### src/rtl/vote_arb_pkg.sv
// Shared types and defaults for the vote channel arbiter slice.
package vote_arb_pkg;

  typedef enum logic [1:0] {
    IDLE,
    SEND,
    REL_RX,
    REL_ST
  } arb_state_e;

  localparam int DEF_N_STATIONS = 4;
  localparam int DEF_DATA_W     = 4;
  localparam int DEF_TIMEOUT    = 15;

  // Width of a station index; kept at least 1 so a 2-station build still has a bit.
  function automatic int id_w(input int n);
    return (n <= 2) ? 1 : $clog2(n);
  endfunction

endpackage

### src/rtl/vote_channel_arbiter_rr_picker.sv
// Combinational round-robin picker: first set request after 'last', wrapping modulo N.
module rr_picker #(
  parameter int N    = 4,
  parameter int ID_W = 2
) (
  input  logic [N-1:0]    req_i,
  input  logic [ID_W-1:0] last_i,
  output logic            valid_o,
  output logic [ID_W-1:0] idx_o
);

  int cand;

  always_comb begin
    valid_o = 1'b0;
    idx_o   = '0;
    cand    = 0;
    for (int k = 1; k <= N; k++) begin
      cand = int'(last_i) + k;
      if (cand >= N) cand = cand - N;
      if (!valid_o && req_i[ID_W'(cand)]) begin
        valid_o = 1'b1;
        idx_o   = ID_W'(cand);
      end
    end
  end

endmodule

### src/rtl/vote_channel_arbiter.sv
// Shares one outbound 4-phase vote channel between stations, round-robin,
// acknowledging a station only after the tally receiver has accepted its vote.
module vote_channel_arbiter
  import vote_arb_pkg::*;
#(
  parameter  int N_STATIONS = DEF_N_STATIONS,
  parameter  int DATA_W     = DEF_DATA_W,
  parameter  int TIMEOUT    = DEF_TIMEOUT,
  localparam int ID_W       = id_w(N_STATIONS)
) (
  input  logic                         clock,
  input  logic                         reset,
  input  logic [N_STATIONS-1:0]        st_rts,
  input  logic [N_STATIONS*DATA_W-1:0] st_data,
  output logic [N_STATIONS-1:0]        st_cts,
  output logic                         out_rtr,
  output logic [DATA_W-1:0]            out_data,
  input  logic                         out_ctr,
  output logic [ID_W-1:0]              grant_id,
  output logic                         busy,
  output logic [7:0]                   frames_done,
  output logic                         timeout_err,
  output logic [3:0]                   err_count
);

  arb_state_e              state_q, state_d;
  logic [ID_W-1:0]         last_q, last_d;
  logic [ID_W-1:0]         grant_q, grant_d;
  logic [DATA_W-1:0]       data_q, data_d;
  logic                    rtr_q, rtr_d;
  logic [N_STATIONS-1:0]   cts_q, cts_d;
  logic [7:0]              cnt_q, cnt_d;
  logic [7:0]              frames_q, frames_d;
  logic                    terr_q, terr_d;
  logic [3:0]              errc_q, errc_d;

  logic                    pick_valid;
  logic [ID_W-1:0]         pick_idx;
  logic [DATA_W-1:0]       data_sel;

  rr_picker #(
    .N    (N_STATIONS),
    .ID_W (ID_W)
  ) u_picker (
    .req_i   (st_rts),
    .last_i  (last_q),
    .valid_o (pick_valid),
    .idx_o   (pick_idx)
  );

  always_comb begin
    data_sel = '0;
    for (int i = 0; i < N_STATIONS; i++) begin
      if (pick_idx == ID_W'(i)) data_sel = st_data[i*DATA_W +: DATA_W];
    end
  end

  always_comb begin
    state_d  = state_q;
    last_d   = last_q;
    grant_d  = grant_q;
    data_d   = data_q;
    rtr_d    = rtr_q;
    cts_d    = cts_q;
    cnt_d    = cnt_q;
    frames_d = frames_q;
    terr_d   = 1'b0;
    errc_d   = errc_q;
    case (state_q)
      IDLE: begin
        if (pick_valid) begin
          grant_d = pick_idx;
          data_d  = data_sel;
          rtr_d   = 1'b1;
          cnt_d   = '0;
          state_d = SEND;
        end
      end
      SEND: begin
        if (out_ctr) begin
          rtr_d   = 1'b0;
          state_d = REL_RX;
        end else if (cnt_q == 8'(TIMEOUT - 1)) begin
          // Abort: the station is never acknowledged and loses its turn.
          rtr_d   = 1'b0;
          terr_d  = 1'b1;
          if (errc_q != 4'hF) errc_d = errc_q + 4'd1;
          last_d  = grant_q;
          state_d = IDLE;
        end else begin
          cnt_d = cnt_q + 8'd1;
        end
      end
      REL_RX: begin
        if (!out_ctr) begin
          cts_d   = N_STATIONS'(1) << grant_q;
          state_d = REL_ST;
        end
      end
      REL_ST: begin
        if (!st_rts[grant_q]) begin
          cts_d    = '0;
          frames_d = frames_q + 8'd1;
          last_d   = grant_q;
          state_d  = IDLE;
        end
      end
      default: state_d = IDLE;
    endcase
  end

  always_ff @(posedge clock or posedge reset) begin
    if (reset) begin
      state_q  <= IDLE;
      last_q   <= ID_W'(N_STATIONS - 1);
      grant_q  <= '0;
      data_q   <= '0;
      rtr_q    <= 1'b0;
      cts_q    <= '0;
      cnt_q    <= '0;
      frames_q <= '0;
      terr_q   <= 1'b0;
      errc_q   <= '0;
    end else begin
      state_q  <= state_d;
      last_q   <= last_d;
      grant_q  <= grant_d;
      data_q   <= data_d;
      rtr_q    <= rtr_d;
      cts_q    <= cts_d;
      cnt_q    <= cnt_d;
      frames_q <= frames_d;
      terr_q   <= terr_d;
      errc_q   <= errc_d;
    end
  end

  assign st_cts      = cts_q;
  assign out_rtr     = rtr_q;
  assign out_data    = data_q;
  assign grant_id    = grant_q;
  assign busy        = (state_q != IDLE);
  assign frames_done = frames_q;
  assign timeout_err = terr_q;
  assign err_count   = errc_q;

endmodule

### config.mk
export PLATFORM = sky130hd
export DESIGN_NAME = vote_channel_arbiter
export DESIGN_NICKNAME = d
export VERILOG_FILES = /design/src/rtl/vote_arb_pkg.sv /design/src/rtl/vote_channel_arbiter_rr_picker.sv /design/src/rtl/vote_channel_arbiter.sv
export SDC_FILE = /design/constraint.sdc
export NUM_CORES = 1
export LEC_CHECK = 0
export BUFFER_PORTS_ARGS = -buffer_cell sky130_fd_sc_hd__buf_2
export CAP_MARGIN = 20
export CORE_MARGIN = 5
export CORE_UTILIZATION = 35
export CTS_CLUSTER_DIAMETER = 60
export DETAILED_ROUTE_END_ITERATION = 8
export PLACE_DENSITY_LB_ADDON = 0.15
export SKIP_LAST_GASP = 1
export SYNTH_ARGS = -nofsm -noshare
export SYNTH_HDL_FRONTEND = slang
export SYNTH_SLANG_ARGS = --single-unit
### constraint.sdc
create_clock -name clock -period 2.25 [get_ports clock]
set_input_delay 0.1125 -clock clock [delete_from_list [all_inputs] [get_ports clock]]
set_output_delay 0.1125 -clock clock [all_outputs]
set_load 0.01 [all_outputs]
==> results of run 1 <==
logic make-up (layout without fill, tap and decap cells):
logic type	Yosys count	in the layout
AOI/OAI and AO/OA	39	39
xor gates and xnor gates	9	9
adders and majority gates	4	4
buffers and inverters	13	65
DFF	36	36
muxes	13	13
and+or+nand+nor	76	76
metrics by stage:
stage                     setup slack [ns]  instance area (sq um)  hold slack, ns  total power, mW
after floorplan                      0.496                   1940           0.259             1.83
after global placement               0.345                   2240           0.251             2.10
after detailed placement             0.321                   2240           0.252             2.11
after CTS                            0.292                   2340           0.140             2.60
after global routing                 0.133                   2340           0.145             2.79
final                                0.324                   2340           0.145             2.55
cells in the mapped netlist (2+ instances only):
cell      instances  area [sq um]
a21oi_1          11          55.1
a31oi_1           2          12.5
and3_1            3          18.8
buf_2             2          10.0
buf_4             2          15.0
buf_6             2          22.5
dfrtp_1          34           851
dfstp_2           2          52.6
ha_1              4          50.1
inv_1             6          22.5
mux2_1            2          22.5
mux2_2            5          56.3
mux2i_1           5          50.1
nand2_1          20          75.1
nand2b_1          4          25.0
nand3_1          10          50.1
nand4_1           7          43.8
nor2_1           10          37.5
nor2b_1           2          12.5
nor3_1            3          15.0
o211ai_1          6          45.0
o21ai_0           5          25.0
o21ai_1           4          20.0
o32ai_1           4          35.0
or2_2             2          12.5
or3_1             3          18.8
or4_1             2          15.0
xnor2_1           7          61.3
xor2_1            2          17.5
critical path: stages, from the launching register on:
cell,delay (ns)
dfstp_2,0.60
mux2i_1,0.20
o22ai_1,0.11
a21oi_2,0.44
mux2_2,0.40
o211ai_1,0.09
final timing paths:
kind | startpoint | endpoint | slack, ns | cells after the start
min | out_ctr | register | 0.14 | 3
max in group asynchronous | reset | last_q[1] | 1.42 | 4
max | last_q[1] | out_data[3] | 0.32 | 5
max reg2reg | last_q[1] | out_data[3] | 0.32 | 5
min in group asynchronous | reset | err_count[1] | 0.48 | 4
min reg2reg | frames_done[7] | frames_done[7] | 0.47 | 1
registers in the layout, summed over array words and instances, names as in the netlist, named ones only:
name,flops
out_rtr,1
state_q,1
cnt_q,8
err_count,4
frames_done,8
st_cts,4
grant_id,2
out_data,4
last_q,2
timeout_err,1
layer usage:
layer,GRT usage,vias up,share of wire
li1,-,790,-
met1,0.171,739,0.49
met2,0.189,32,0.45
met3,0.0373,7,0.053
met4,0.0345,0,0.011
met5,0,-,0
power groups by stage:
stage | registers, mW | clock network (mW) | logic, mW
floorplan | 1.07 | 0 | 0.767
global placement | 1.07 | 0 | 1.03
detailed placement | 1.08 | 0 | 1.04
CTS | 1.06 | 0.499 | 1.04
global route | 1.10 | 0.532 | 1.15
finish | 1.06 | 0.474 | 1.02
layout by cell type, fill, tap and decap left out, drive strengths merged, types with 5 or more instances in the layout:
master  count
nand3      10
o21ai      10
o211ai      6
clkbuf      6
nand4       7
dfrtp      34
mux2i       5
buf        50
mux2        7
xnor2       7
a21oi      12
inv         6
nor2       12
nand2      20
layout make-up:
| type | instances | area share |
|---|---|---|
| clock buffers | 6 | 0.0353 |
| repair buffers | 51 | 0.114 |
| clock inverters | 2 | 0.00427 |
| inverters | 6 | 0.00962 |
| multi-input cells | 141 | 0.412 |
| flip-flops and latches | 36 | 0.386 |
| well taps | 72 | 0.0385 |
==> impl_metrics.json, run 1 <==
{
  "viasPerCell": 4.99,
  "min_path_type": "input pin to register",
  "post-route-util": 0.431,
  "regArea_sq_um": 903,
  "cap_violations": 0,
  "synth_edf_count": 0,
  "yosys.area_share.adder": 0.0258,
  "switchingPower_mw": 1.02,
  "cp-start-kind": "register",
  "slew_headroom": 0.625,
  "insertion_delay_ns": 0.28,
  "p_comb_frac": 0.400,
  "drt_iter0_drc": 55,
  "ys_ff_latch": 36,
  "drive_gt1_frac": 0.310,
  "die_area_sq_um": 7140,
  "synth_compound_area_frac": 0.134,
  "crit_fanout": 9,
  "powerDensity_nw_per_um2": 1090,
  "postRouteAntennaNets": 0,
  "yosys_warnings": 0,
  "critical_path_class": "register to register",
  "arrival_ns": 2.12,
  "p_leak_nw": 1.10,
  "dp_hpwl_mm": 3.02,
  "grt_pass1_wl_mm": 7.35,
  "finalNetCount": 268,
  "grt_util_all_layers": 0.124,
  "synthArstFlopShare": 1.00,
  "power_frac_clock": 0.186,
  "cts_num_sinks": 36,
  "max_freq_ghz": 0.519,
  "grt_max_degree": 37,
  "clk_path_buf_depth": 2,
  "die_w_microns": 84.5,
  "pwr-share-seq": 0.415,
  "cts_tree": "yes",
  "cts_made_buffers": 5,
  "io_buffers": 47,
  "yosys.cell_types.count": 48,
  "synthSimpleGateAreaFrac": 0.219,
  "syn_area_per_cell_sq_um": 10.2,
  "finalSetupViolCount": 0,
  "clkTransAtPathRegs_ns": 0.07,
  "antenna_found_initial": 0,
  "yosysSeqAreaShare": 0.465,
  "cts-htree-levels": 2,
  "drt-wirelength-per-cell_microns": 13.3,
  "cp.required_ns": 2.44,
  "post_cts_resized": 0,
  "worst_slew_pin_slew_ns": 0.562,
  "dpl.cell_count": 305,
  "skew_ns": 0.00365,
  "cp-end-kind": "register",
  "ctsHoldBuffers": 1,
  "pin_count": 48,
  "mappedNetlistArea_sq_um": 1940,
  "placementRows": 27,
  "swShare": 0.398,
  "grt-ovfl-total": 0,
  "synth_top_family_by_area": "simple AND/OR/NAND/NOR gates",
  "peakVddDrop_mv": 0.465,
  "antenna_cells": 0,
  "synth_xor_area_frac": 0.0406,
  "finalCritPeriodShare": 0.856,
  "wl_mm": 4.17,
  "period_needed_ns": 1.93,
  "area_growth_pct": 20.5,
  "place.gp.congestion": 0.729,
  "internal_power_mw": 1.54,
  "synth_mux_area_frac": 0.0779,
  "final.setup.tns_ns": 0,
  "cts_setup_buffers": 0,
  "die_h_microns": 84.5,
  "grt_pass1_vias": 1544,
  "synth-main-ff-cell": "dfrtp_1",
  "final_hold_viol_count": 0,
  "finalMaxSlewViolations": 0,
  "fillCellCount": 557,
  "cts_root_buf": "clkbuf_8",
  "drt_first_pass_iters": 4,
  "synth_cells": 190,
  "drc": 0,
  "fin_cells": 314,
  "core_sq_um": 5440,
  "multiInputGateArea_sq_um": 966,
  "synth_nets": 217,
  "status": "complete, no violations",
  "dr_total_vias": 1568,
  "start_util": 0.357,
  "rsz0062_at_grt": "no"
}
No activity file was read; power rests on OpenSTA's default activity.
==> inputs of run 2 (changes only) <==
==> constraint.sdc (replaced) <==
create_clock -name clock -period 2.4 [get_ports clock]
set_input_delay 0.12 -clock clock [delete_from_list [all_inputs] [get_ports clock]]
set_output_delay 0.12 -clock clock [all_outputs]
set_load 0.01 [all_outputs]
==> impl_metrics.json, run 2 (synthesis results as in run 1) <==
{
  "placementRows": 27,
  "place.gp.congestion": 0.724,
  "area_growth_pct": 21.5,
  "cts_root_buf": "clkbuf_8",
  "cts_tree": "yes",
  "io_buffers": 47,
  "crit_family": "simple AND/OR/NAND/NOR gates",
  "cp_num_buf_inv": 1,
  "clk_path_buf_depth": 2,
  "drive_gt1_frac": 0.310,
  "slew_headroom": 0.624,
  "critical_path_class": "register to register",
  "crit_fanout": 14,
  "fin_ws_ns": 0.461,
  "cp.depth": 7,
  "reg2reg_depth": 7,
  "postRouteAntennaNets": 0,
  "peakVddDrop_mv": 0.480,
  "die_area_sq_um": 7140,
  "antenna_cells": 0,
  "dr_total_vias": 1587,
  "cts_made_buffers": 5,
  "die_h_microns": 84.5,
  "cts-htree-levels": 2,
  "skew_ns": 0.00817,
  "p_comb_frac": 0.385,
  "pin_count": 48,
  "grt_max_degree": 37,
  "start_util": 0.357,
  "max_freq_ghz": 0.516,
  "final_common_cell": "buf_2",
  "drt_first_pass_iters": 4,
  "fin_cells": 314,
  "clkTransAtPathRegs_ns": 0.08,
  "dp_slack_ns": 0.486,
  "cap_violations": 0,
  "finalMaxSlewViolations": 0,
  "cp_slowest_cell": "or4_1",
  "switchingPower_uw": 973,
  "drt_iter0_drc": 47,
  "worst_slew_pin_slew_ns": 0.563,
  "internal_power_mw": 1.52,
  "reg2reg_to": "cnt_q[3]",
  "finalCritPeriodShare": 0.808,
  "min_path_type": "input pin to register",
  "final_hold_viol_count": 0,
  "slowest_delay_ns": 0.50,
  "final.setup.tns_ns": 0,
  "drt-wirelength-per-cell_microns": 13.7,
  "dpl.cell_count": 305,
  "fillCellCount": 551,
  "drc": 0,
  "period_needed_ns": 1.94,
  "power_frac_clock": 0.214,
  "rrSetupSlack_ns": 0.46,
  "grt-ovfl-total": 0,
  "finalSetupViolCount": 0,
  "finalNetCount": 268,
  "pwr-share-seq": 0.401,
  "cts_num_sinks": 36,
  "rsz0062_at_grt": "no",
  "path_cells": "inv_1 -> ha_1 -> nor3b_1 -> a31oi_1 -> o21ai_2 -> or4_1 -> o21ai_1",
  "antenna_found_initial": 0,
  "dp_hpwl_mm": 3.09,
  "post-route-util": 0.434,
  "grt_pass1_vias": 1564,
  "grt_util_all_layers": 0.127,
  "die_w_microns": 84.5,
  "swShare": 0.390,
  "cts_setup_buffers": 0,
  "p_leak_nw": 1.10,
  "min_from": "st_data[13]",
  "insertion_delay_ns": 0.28,
  "core_sq_um": 5440,
  "timing.rr.start": "cnt_q[0]",
  "viasPerCell": 5.05,
  "cp-start-kind": "register",
  "multiInputGateArea_sq_um": 966,
  "arrival_ns": 2.15,
  "grt_pass1_wl_mm": 7.45,
  "powerDensity_nw_per_um2": 1060,
  "mostFrequentLayoutCells": "buf_2 (47), dfrtp_1 (34), nand2_1 (20), a21oi_1 (11)",
  "status": "complete, no violations",
  "hold-path-cell-count": 3,
  "wl_mm": 4.30,
  "cp.required_ns": 2.61,
  "hold-path-endpoint": "out_data[1]",
  "regArea_sq_um": 903,
  "cp-end-kind": "register"
}
run 2: cell types whose count changed in the layout (fill, tap and decap cells not counted):
cell        delta
bufinv_16      +1
clkbuf_8       -1
clkinv_2       -1
clkinvlp_4     +1
run 2: repair_timing:
| item | in CTS | in global routing |
|---|---|---|
| endpoints found under the setup margin | 0 | 0 |
| hold buffers | 1 | 0 |
| resized for setup | 0 | 0 |
| hold endpoints to repair | 34 | 0 |
run 2: worst reg2reg max path: stages, from the launching register on:
cell and delay [ns]:
dfrtp_1 0.42, inv_1 0.06, ha_1 0.19, nor3b_1 0.15, a31oi_1 0.26, o21ai_2 0.19
or4_1 0.50, o21ai_1 0.08
run 2: routing by layer:
layer  wire (microns)  track usage  vias to the layer above  share of wire
met4               57       0.0374                        0          0.013
met3              278       0.0422                        7          0.065
li1                 -            -                      786              -
met2             1920        0.192                       39           0.45
met1             2040        0.172                      755           0.47
met5                0            0                        -              0
run 2: power groups by stage:
stage	Sequential, mW	Clock [mW]	Combinational, mW
2_1_floorplan	0.999	0	0.719
3_3_place_gp	1.01	0	0.968
3_5_place_dp	1.01	0	0.971
4_1_cts	0.997	0.548	0.978
5_1_grt	1.03	0.583	1.09
6_report	0.998	0.534	0.960
run 2: how the worst max path moves through the flow:
| stage | startpoint | slack, ns | end |
|---|---|---|---|
| final | cnt_q[0] | 0.46 | cnt_q[3] |
| after global routing | cnt_q[0] | 0.25 | cnt_q[4] |
| after CTS | cnt_q[0] | 0.46 | cnt_q[3] |
| after detailed placement | cnt_q[0] | 0.49 | cnt_q[3] |
| after global placement | last_q[1] | 0.49 | out_data[2] |
| after floorplan | cnt_q[0] | 0.65 | cnt_q[4] |
run 2: cell type report:
class                           count  area share
Multi-Input combinational cell    141       0.409
Timing Repair Buffer               51       0.113
Inverter                            6     0.00954
Clock buffer                        5      0.0291
Clock inverter                      3      0.0180
Tap cell                           72      0.0382
Sequential cell                    36       0.383
run 2: through the flow:
stage               area, sq um  total power, mW  hold slack [ns]
finish                     2360             2.49            0.149
floorplan                  1940             1.72            0.266
global placement           2240             1.97            0.257
detailed placement         2240             1.98            0.259
CTS                        2360             2.52            0.145
global route               2360             2.71            0.176
==> inputs of run 3 (changes only) <==
==> constraint.sdc (replaced) <==
create_clock -name clock -period 1.56 [get_ports clock]
set_input_delay 0.078 -clock clock [delete_from_list [all_inputs] [get_ports clock]]
set_output_delay 0.078 -clock clock [all_outputs]
set_load 0.01 [all_outputs]
==> impl_metrics.json, run 3 (synthesis results as in run 1) <==
{
  "slowest_delay_ns": 0.39,
  "period_needed_ns": 1.70,
  "core_sq_um": 5440,
  "drc": 0,
  "dp_hpwl_mm": 3.36,
  "viasPerCell": 5.04,
  "fin_ws_ns": -0.140,
  "crit_fanout": 5,
  "cts_made_buffers": 5,
  "stdcell_area_sq_um": 2800,
  "drive_gt1_frac": 0.473,
  "status": "complete, but fails checks",
  "final_hold_viol_count": 0,
  "die_w_microns": 84.5,
  "placementRows": 27,
  "drt_iter0_drc": 67,
  "arrival_ns": 1.88,
  "grt_pass1_wl_mm": 8.15,
  "max_freq_ghz": 0.588,
  "drt_first_pass_iters": 4,
  "final_common_cell": "buf_2",
  "finalMaxSlewViolations": 0,
  "clkTransAtPathRegs_ns": 0.07,
  "cts_num_sinks": 36,
  "grt_max_degree": 37,
  "worst_slew_pin_slew_ns": 0.462,
  "placed_area_sq_um": 2520,
  "timing.rr.start": "cnt_q[0]",
  "cp_slowest_cell": "dfrtp_1",
  "failed_checks": "negative setup slack",
  "drt-wirelength-per-cell_microns": 13.5,
  "cp-end-kind": "register",
  "powerDensity_nw_per_um2": 1690,
  "hold_ws_ns": 0.0927,
  "grt-ovfl-total": 0,
  "crit_family": "compound AO/OA/AOI/OAI gates",
  "cp-start-kind": "register",
  "slew_headroom": 0.692,
  "crit_start": "cnt_q[0]",
  "grt_pass1_vias": 1769,
  "clk_path_buf_depth": 2,
  "antenna_cells": 0,
  "cts_root_buf": "clkbuf_8",
  "finalSetupViolCount": 17,
  "critical_path_class": "register to register",
  "crit_top_cell": "buf_6",
  "cts-htree-levels": 2,
  "postRouteAntennaNets": 0,
  "place.gp.congestion": 0.752,
  "dr_total_vias": 1739,
  "wl_mm": 4.66,
  "cp.required_ns": 1.74,
  "die_area_sq_um": 7140,
  "cts_tree": "yes",
  "peakVddDrop_mv": 1.01,
  "cap_violations": 0,
  "p_leak_nw": 1.32,
  "finalNetCount": 299,
  "io_buffers": 47,
  "start_util": 0.357,
  "min_path_type": "input pin to register",
  "cp_num_buf_inv": 3,
  "finalCritPeriodShare": 1.09,
  "skew_ns": 0.00526,
  "insertion_delay_ns": 0.29,
  "mostFrequentLayoutCells": "buf_2 (47), dfrtp_1 (33), buf_4 (27), nand2_1 (18), nand3_1 (10)",
  "min_from": "st_data[13]",
  "path_cells": "inv_2 -> ha_4 -> nor3b_4 -> a31oi_2 -> o21ai_2 -> buf_6 -> buf_6 -> nor3_2 -> a21o_1",
  "area_growth_pct": 44.2,
  "pin_count": 48,
  "die_h_microns": 84.5,
  "rsz0062_at_grt": "yes",
  "grt_util_all_layers": 0.139,
  "antenna_found_initial": 0
}
run 3: cell types whose count changed in the layout (fill, tap and decap cells not counted), sizes merged:
cell / previous run / this run
clkinv: 1 / 0
clkbuf: 5 / 7
clkinvlp: 1 / 0
buf: 50 / 81
run 3: per-stage QoR:
step	setup TNS (ns)	worst slack, ns	util	instances	total power, mW
after CTS	-1.67	-0.154	0.497	344	4.62
after global routing	-2.73	-0.221	0.515	345	5.11
after floorplan	-0.640	-0.111	-	190	2.74
after global placement	-1.01	-0.0965	0.464	333	3.56
final	-1.24	-0.140	0.515	345	4.75
after detailed placement	-1.30	-0.130	0.464	333	3.57
run 3: repair_timing:
action                                  in CTS  in global routing
buffers inserted                             2                  1
resized for setup                            5                 21
hold endpoints to repair                    34                  0
hold buffers                                 1                  0
pin swaps                                    8                  9
endpoints found under the setup margin      26                 30
run 3: worst min-delay path: stages:
cell	delay [ns]
buf_2	0.07
mux2i_1	0.05
o211ai_1	0.14
run 3: area by class of cell:
cell class	count	area, sq um
clock inverter	1	30.0
sequential	36	905
multi-input combinational	141	1110
timing repair buffer	82	553
inverter	6	22.5
tap	72	90.1
clock buffer	7	96.3
fill	526	2640
run 3: final timing paths:
kind	to	slack [ns]	depth (start not counted)
max	cnt_q[0]	-0.14	9
min	out_data[1]	0.09	3
max reg2reg	cnt_q[0]	-0.14	9
min reg2reg	frames_done[7]	0.47	1
max in group asynchronous	last_q[1]	0.78	4
min in group asynchronous	cnt_q[6]	0.44	4
run 3: power by group:
| part | switching (mW) | internal, mW |
|---|---|---|
| Combinational | 1.17 | 1.24 |
| Clock | 0.336 | 0.564 |
| Sequential | 0.219 | 1.23 |
| Total | 1.72 | 3.03 |
run 3: layer usage:
| layer | share of wire | wire length, microns | vias to the layer above | track usage |
|---|---|---|---|---|
| met1 | 0.44 | 2070 | 843 | 0.181 |
| met4 | 0.010 | 47 | 0 | 0.0432 |
| met5 | 0 | 0 | - | 0 |
| met2 | 0.49 | 2300 | 37 | 0.226 |
| li1 | - | - | 852 | - |
| met3 | 0.051 | 239 | 7 | 0.0383 |
